===== config.mk =====
export PLATFORM = sky130hd
export DESIGN_NAME = hex_display_arbiter
export DESIGN_NICKNAME = d
export VERILOG_FILES = /design/src/rtl/hex_display_arbiter.sv
export SDC_FILE = /design/constraint.sdc
export NUM_CORES = 1
export LEC_CHECK = 0
export BUFFER_PORTS_ARGS = -buffer_cell sky130_fd_sc_hd__buf_2
export CAP_MARGIN = 20
export CELL_PAD_IN_SITES_DETAIL_PLACEMENT = 1
export CELL_PAD_IN_SITES_GLOBAL_PLACEMENT = 1
export CORE_ASPECT_RATIO = 1.4
export CORE_MARGIN = 1
export CORE_UTILIZATION = 36
export DETAILED_ROUTE_END_ITERATION = 12
export PLACE_DENSITY_LB_ADDON = 0.12
export SLEW_MARGIN = 20
export SYNTH_ARGS = -nofsm -noshare
export SYNTH_HDL_FRONTEND = slang
export SYNTH_SLANG_ARGS = --single-unit

===== constraint.sdc =====
create_clock -name clk -period 2.93 [get_ports clk]
set_clock_uncertainty 0.1 [all_clocks]
set_input_delay 0.293 -clock clk [delete_from_list [all_inputs] [get_ports clk]]
set_output_delay 0.293 -clock clk [all_outputs]
set_load 0.1 [all_outputs]

===== src/rtl/hex_display_arbiter.sv =====
// hex_display_arbiter
//
// Purpose: shares the 32-bit seven-segment display word between the PCIe
// host path and the local front-panel path. One owner holds the display at a
// time. Each grant is kept for at least HOLD_CYCLES cycles after the owner's
// last accepted write. Round-robin decides a simultaneous request from IDLE.
// When the hold expires, a waiting non-owner beats a re-writing owner. The
// lock input freezes the current owner and its hold counter.
//
// Ports:
//   clk        system clock
//   reset      synchronous, active-high reset
//   host_req   host write request, held with host_data stable until host_ack
//   host_data  host display word
//   host_ack   one-cycle pulse: host_data was latched
//   loc_req    local write request, same handshake as host_req
//   loc_data   local display word
//   loc_ack    one-cycle pulse: loc_data was latched
//   lock       level; freezes the current owner and the hold counter
//   disp_data  registered word driving the HEX decoders
//   disp_owner 00 none, 01 host, 10 local (the state register itself)
//   busy       high whenever disp_owner is not 00
module hex_display_arbiter #(
  parameter int unsigned HOLD_CYCLES = 50000000,
  parameter int unsigned CNT_W       = 26
) (
  input  logic        clk,
  input  logic        reset,
  input  logic        host_req,
  input  logic [31:0] host_data,
  output logic        host_ack,
  input  logic        loc_req,
  input  logic [31:0] loc_data,
  output logic        loc_ack,
  input  logic        lock,
  output logic [31:0] disp_data,
  output logic [1:0]  disp_owner,
  output logic        busy
);

  // The encoding is the disp_owner value, so the output needs no decode.
  typedef enum logic [1:0] {
    IDLE     = 2'b00,
    OWN_HOST = 2'b01,
    OWN_LOC  = 2'b10
  } state_e;

  localparam logic [CNT_W-1:0] RELOAD = CNT_W'(HOLD_CYCLES - 1);

  state_e           state_q, state_d;
  logic [CNT_W-1:0] cnt_q, cnt_d;
  logic [31:0]      data_q, data_d;
  logic             prefLoc_q, prefLoc_d;
  logic             hostAck_q, locAck_q;

  logic             hostValid, locValid, holdDone;
  logic             grantHost, grantLoc;

  // Next-state logic. A request is masked while its own ack is high. In that
  // cycle the requester still holds req for the transfer just latched.
  always_comb begin
    state_d   = state_q;
    cnt_d     = cnt_q;
    data_d    = data_q;
    prefLoc_d = prefLoc_q;
    grantHost = 1'b0;
    grantLoc  = 1'b0;
    hostValid = host_req & ~hostAck_q;
    locValid  = loc_req & ~locAck_q;
    holdDone  = (cnt_q == '0) && !lock;

    case (state_q)
      IDLE: begin
        if (hostValid && locValid) begin
          if (prefLoc_q) grantLoc = 1'b1;
          else           grantHost = 1'b1;
        end else if (hostValid) begin
          grantHost = 1'b1;
        end else if (locValid) begin
          grantLoc = 1'b1;
        end
      end
      OWN_HOST: begin
        if (holdDone && locValid) begin
          grantLoc = 1'b1;
        end else if (hostValid) begin
          grantHost = 1'b1;
        end else if (holdDone) begin
          state_d = IDLE;
        end else if (!lock && cnt_q != '0) begin
          cnt_d = cnt_q - 1'b1;
        end
      end
      OWN_LOC: begin
        if (holdDone && hostValid) begin
          grantHost = 1'b1;
        end else if (locValid) begin
          grantLoc = 1'b1;
        end else if (holdDone) begin
          state_d = IDLE;
        end else if (!lock && cnt_q != '0) begin
          cnt_d = cnt_q - 1'b1;
        end
      end
      default: state_d = IDLE;
    endcase

    // Every grant latches data and restarts the hold.
    // The round-robin pointer then prefers the side that was not just served.
    if (grantHost) begin
      state_d   = OWN_HOST;
      data_d    = host_data;
      cnt_d     = RELOAD;
      prefLoc_d = 1'b1;
    end else if (grantLoc) begin
      state_d   = OWN_LOC;
      data_d    = loc_data;
      cnt_d     = RELOAD;
      prefLoc_d = 1'b0;
    end
  end

  // State, display and ack registers; reset also drops any ack in flight.
  always_ff @(posedge clk) begin
    if (reset) begin
      state_q   <= IDLE;
      cnt_q     <= '0;
      data_q    <= '0;
      prefLoc_q <= 1'b0;
      hostAck_q <= 1'b0;
      locAck_q  <= 1'b0;
    end else begin
      state_q   <= state_d;
      cnt_q     <= cnt_d;
      data_q    <= data_d;
      prefLoc_q <= prefLoc_d;
      hostAck_q <= grantHost;
      locAck_q  <= grantLoc;
    end
  end

  assign host_ack   = hostAck_q;
  assign loc_ack    = locAck_q;
  assign disp_data  = data_q;
  assign disp_owner = state_q;
  assign busy       = (state_q != IDLE);

endmodule


==> metrics.txt, run 1 <==
Critical Path RT=3.08 ns; top cells by count, synth=75 x nand2_1, 63 x dfxtp_1, 47 x a21oi_1, 33 x a311oi_1, 18 x clkbuf_1; vias per cell=5.57; Hold Path Sink=disp_data[31]$_SDFFE_PP0P_; status=complete, no violations; Final Hold Viols=0; startpoint types=flop; CTS Buf Count=9; Post-DP HPWL=6770 µm; Hold Crit Depth=3; nets=557; Yosys cell types=52; die height=113 µm; total negative setup slack=0 ns; Max-slew headroom=0.590; drt drc=0; H-Tree Depth=3; achievable clock frequency=372 MHz; chip width=81 µm; number of synthesized flops with an enable pin=0; final core occ=0.483; Reg2Reg Depth=6; total track usage=0.232; area grow syn2layout=30.7%; postcts setup bufs=0; pin count of the biggest net entering global routing=44; Max Cap Viol=0; TritonRoute pass-1 iters=4; Worst R2R Start=cnt_q[2]$_SDFFE_PP0P_; gp weighted congestion=0.801; Yosys top cell area share=0.401; floorplan row count=40; Ys Warns=0; worst hold start=loc_data[31]; net count after synthesis=456; vias in the first global route=3,522; fin crit share=0.917; Async S/R FF share, synth=0; initial core utilization=0.370; Ant. Diodes=0; critical path class=reg -> reg; initial antenna violation count=0; final WL=9780 µm; sequential area share after synthesis=0.401; Root Buffer=clkbuf_16; first-pass GRT wire length=16,300 µm; Iteration-0 DRC Markers=105; register bit total from synthesis=63; I/O pin count=106; layout cells sized above 1=0.297; final antenna-violating net count=0; TritonCTS sink count=63; synthesized area per cell=8.26 µm²; Die ar.=9120 µm²; clk buf depth=2; TritonCTS clock tree=yes; Post-CTS Hold Fix Bufs=0; Final setup viols=0; # port buffers=105; Post-Syn Instances=381; clock latency on the worst-skew pair=0.33 ns; count leader, synth=nand2_1; arrival time of the worst setup path=2.84 ns; Final Critical Period=2.69 ns; vias=3,287; dominant synthesized flop cell=dfxtp_1; clock slew at reported path FFs=0.05 ns; # resized after CTS=0; nature of the critical path endpoint=flop; HP Class=in -> reg; Worst R2R End=cnt_q[13]$_SDFFE_PP0P_; Core Area=8510 µm²; Slew Viols, Final=0; Worst-Margin Slew=0.614 ns; RSZ-0062 raised after global routing=no; Remaining Overflow, GRT=0; Post-Syn Area=3150 µm²; Yosys top cell by area=dfxtp_1; Crit Path Max Fanout=7; largest cells by area after synthesis=dfxtp_1 40%, a311oi_1 9.2%, nand2_1 8.9%; R2R Setup Slk=0.24 ns; WL/cell=16.6 µm
[cells in the final DEF (no fill, tap or decap), types with 2 or more instances in the layout]
master and count:
o31ai_1 2, or3_1 4, nor4_1 8, nor2b_1 4, buf_2 105, o41ai_1 2
o211ai_1 2, clkbuf_8 2, or3_2 3, a31oi_1 9, a221oi_1 2, buf_12 4
and4_1 2, nand2b_1 4, xnor2_1 7, xor2_1 9, clkbuf_16 9, nand2_1 75
a21oi_1 47, dfxtp_1 63, o31a_1 2, nor3_1 14, nand3_1 4, or4_4 2
inv_1 6, o21ai_0 7, a311oi_1 33, buf_4 9, ha_1 6, clkbuf_1 2
nand4_1 2, nor2_1 9, or4_1 3
[worst max path at each step]
stage / start / end / slack (ns) / depth (start not counted)
floorplan: disp_owner[1]$_SDFFE_PP0P_ / flop / 0.002 / 8
global placement: cnt_q[2]$_SDFFE_PP0P_ / cnt_q[14]$_SDFFE_PP0P_ / 0.37 / 6
detailed placement: cnt_q[2]$_SDFFE_PP0P_ / cnt_q[13]$_SDFFE_PP0P_ / 0.29 / 6
CTS: cnt_q[2]$_SDFFE_PP0P_ / cnt_q[13]$_SDFFE_PP0P_ / 0.24 / 6
global route: cnt_q[2]$_SDFFE_PP0P_ / cnt_q[15]$_SDFFE_PP0P_ / 0.1 / 6
finish: cnt_q[2]$_SDFFE_PP0P_ / cnt_q[13]$_SDFFE_PP0P_ / 0.24 / 6
[worst max-delay path, stage by stage (launching register included)]
cell     delay (ns)
dfxtp_1        0.37
or4_4          0.60
or4_4          0.54
nor3_4         0.27
nand2_1        0.19
or3_1          0.36
a31oi_1        0.18
[cell families (layout without fill, tap and decap cells)]
kind of cell    Yosys count  after routing  synth area share
compound gates          116            116             0.250
simple gates            145            145             0.233
flops                    63             63             0.401
xor+xnor                 16             16            0.0446
fa+ha+maj                 6              6            0.0239
mux                       1              1           0.00318
buf+inv                  34            138            0.0441
[cell type report]
class                      count  area, µm²
fill                        1067       4400
inverter                       6       22.5
clock buffer                  13        260
clock inverter                 1       5.00
timing repair buffer         118        673
sequential                    63       1260
multi-input combinational    284       1760
tap                          105        131
[stage by stage]
step	hold WS (ns)	area, µm²	setup slack [ns]	std cells
2_1_floorplan	0.346	3150	0.00151	381
5_1_grt	0.128	4110	0.0982	590
6_report	0.129	4110	0.245	590
3_3_place_gp	0.377	3850	0.368	576
4_1_cts	0.118	4110	0.243	590
3_5_place_dp	0.374	3850	0.289	576
[layer usage]
layer,wire [µm],up-vias,GRT usage
met3,496,21,0.0699
li1,-,1610,-
met1,3980,1583,0.248
met4,238,0,0.106
met5,0,-,0
met2,5060,73,0.406
Power of run 1 is left out: the tool's default activity adds up to more than one toggle a clock period on the data nets, which glitch-free logic cannot reach.
==> run 2, diff against run 1 <==
ABC_AREA = 1   (was unset)
==> run 2 against run 1 <==
  * Final cell count grew 38%
  * Register-to-register slack gained 0.16 ns
  * Wire length grew 15%
  * Sequential cell count is the same
  * Critical path type unchanged
  * Cell area grew 12%
==> metrics.txt, run 2 <==
status=complete, no violations; FILL cells=1,377; Max-slew headroom=0.667; vias in the first global route=4,061; Slew Viols, Final=0; Yosys top cell area share=0.344; vias=3,995; Async S/R FF share, synth=0; sequential area share after synthesis=0.344; HP Class=in -> reg; die height=121 µm; area grow syn2layout=25.6%; Final Critical Period=2.53 ns; arrival time of the worst setup path=2.69 ns; number of synthesized flops with an enable pin=0; Hold Crit Depth=5; chip width=87.3 µm; worst hold slack=0.172 ns; startpoint types=flop; # resized after CTS=0; Max Cap Viol=0; WP depth=13; TritonCTS clock tree=yes; Final Hold Viols=0; nets=752; Post-DP HPWL=8380 µm; Crit path max-delay family=simple AND/OR/NAND/NOR gates; Iteration-0 DRC Markers=92; fin crit share=0.863; Ant. Diodes=0; Post-Syn Area=3670 µm²; CP Cell Sequence=nor2_1, nand2_1, nor2_1, nand2_4, nor2_8, nand3_1, nand2_1, nand3_1, nand2_4, nand2_4, inv_6, nand2_2, a21oi_1; final antenna-violating net count=0; dominant synthesized flop cell=dfxtp_1; clock latency on the worst-skew pair=0.33 ns; clk buf depth=2; postcts setup bufs=0; CTS Buf Count=9; crit-path most repeated cell=nand2_4; net count after synthesis=653; total track usage=0.228; H-Tree Depth=3; initial antenna violation count=0; clock slew at reported path FFs=0.06 ns; synthesized area per cell=6.34 µm²; RSZ-0062 raised after global routing=no; Critical Path RT=3.09 ns; R2R Setup Slk=0.40 ns; Post-Syn Instances=578; final core occ=0.465; drt drc=0; Remaining Overflow, GRT=0; initial core utilization=0.370; Core Area=9900 µm²; # port buffers=105; Yosys top cell by area=dfxtp_1; Die ar.=10,600 µm²; gp weighted congestion=0.800; nature of the critical path endpoint=flop; final WL=11,200 µm; commonest non-fill, non-tap cell in the layout=nand2_1; first-pass GRT wire length=18,900 µm; Worst path slowest cell=dfxtp_1; Reg2Reg Depth=13; Post-CTS Hold Fix Bufs=0; Final setup viols=0; top cells by count, synth=144 x nand2_1, 126 x nor2_1, 63 x dfxtp_1, 48 x nand3_1, 44 x o21ai_0; pin count of the biggest net entering global routing=46; floorplan row count=43; most frequent cells in the layout=144 x nand2_1, 126 x nor2_1, 105 x buf_2; Crit Path Max Fanout=45; Yosys cell types=34; largest cells by area after synthesis=dfxtp_1 34%, nand2_1 15%, nor2_1 13%; register bit total from synthesis=63; Ys Warns=0; achievable clock frequency=396 MHz; vias per cell=4.89; total negative setup slack=0 ns; TritonCTS sink count=63; Root Buffer=clkbuf_16; TritonRoute pass-1 iters=4; WL/cell=13.7 µm; count leader, synth=nand2_1; Worst-Margin Slew=0.503 ns; slowest stage delay, CP=0.33 ns; I/O pin count=106; critical path class=reg -> reg; layout cells sized above 1=0.220; Worst Path Buf+Inv=1
## run 2: changes by cell type in the layout (fill, tap and decap cells not counted), moves of 31 or more
cell / change
nand3_1: +44
nand2_1: +69
nor2_1: +117
a311oi_1: -33
o21ai_0: +37
inv_1: +31
## run 2: kinds of logic after synthesis
logic type | Yosys count | share of synthesized area
buf+inv | 68 | 0.0867
compound gates | 79 | 0.111
fa+ha+maj | 6 | 0.0205
simple gates | 352 | 0.415
flops | 63 | 0.344
xor+xnor | 10 | 0.0239
## run 2: through the flow
stage	setup WS, ns	cells	instance area (µm²)
final	0.402	817	4610
after detailed placement	0.428	801	4270
after floorplan	0.194	578	3670
after global routing	0.118	817	4610
after global placement	0.522	801	4270
after CTS	0.357	817	4610
## run 2: final timing paths
path                             start                    endpoint
max             cnt_q[19]$_SDFFE_PP0P_                        flop
min reg2reg  disp_data[1]$_SDFFE_PP0P_   disp_data[1]$_SDFFE_PP0P_
max reg2reg     cnt_q[19]$_SDFFE_PP0P_                        flop
min                       loc_data[14]  disp_data[14]$_SDFFE_PP0P_
## run 2: worst reg2reg max path: stages (launching register included)
cell and delay, ns:
dfxtp_1 0.33, nor2_1 0.21, nand2_1 0.10, nor2_1 0.19
nand2_4 0.11, nor2_8 0.12, nand3_1 0.09, nand2_1 0.08
nand3_1 0.11, nand2_4 0.17, nand2_4 0.13, inv_6 0.30
nand2_2 0.26, a21oi_1 0.17
## run 2: layout make-up
class	instances	area (µm²)	share of cell area
Clock buffer	11	253	0.0549
Inverter	42	163	0.0353
Timing Repair Buffer	114	593	0.129
Sequential cell	63	1260	0.274
Multi-Input combinational cell	447	2090	0.453
Clock inverter	5	80.1	0.0174
Tap cell	135	169	0.0367
## run 2: per-layer routing
metal / share of wire / GRT usage / wire length (µm)
met1: 0.41 / 0.252 / 4600
met2: 0.52 / 0.414 / 5820
met3: 0.043 / 0.0456 / 486
met4: 0.027 / 0.100 / 306
met5: 0 / 0 / 0
Power of run 2 is left out for the same reason.
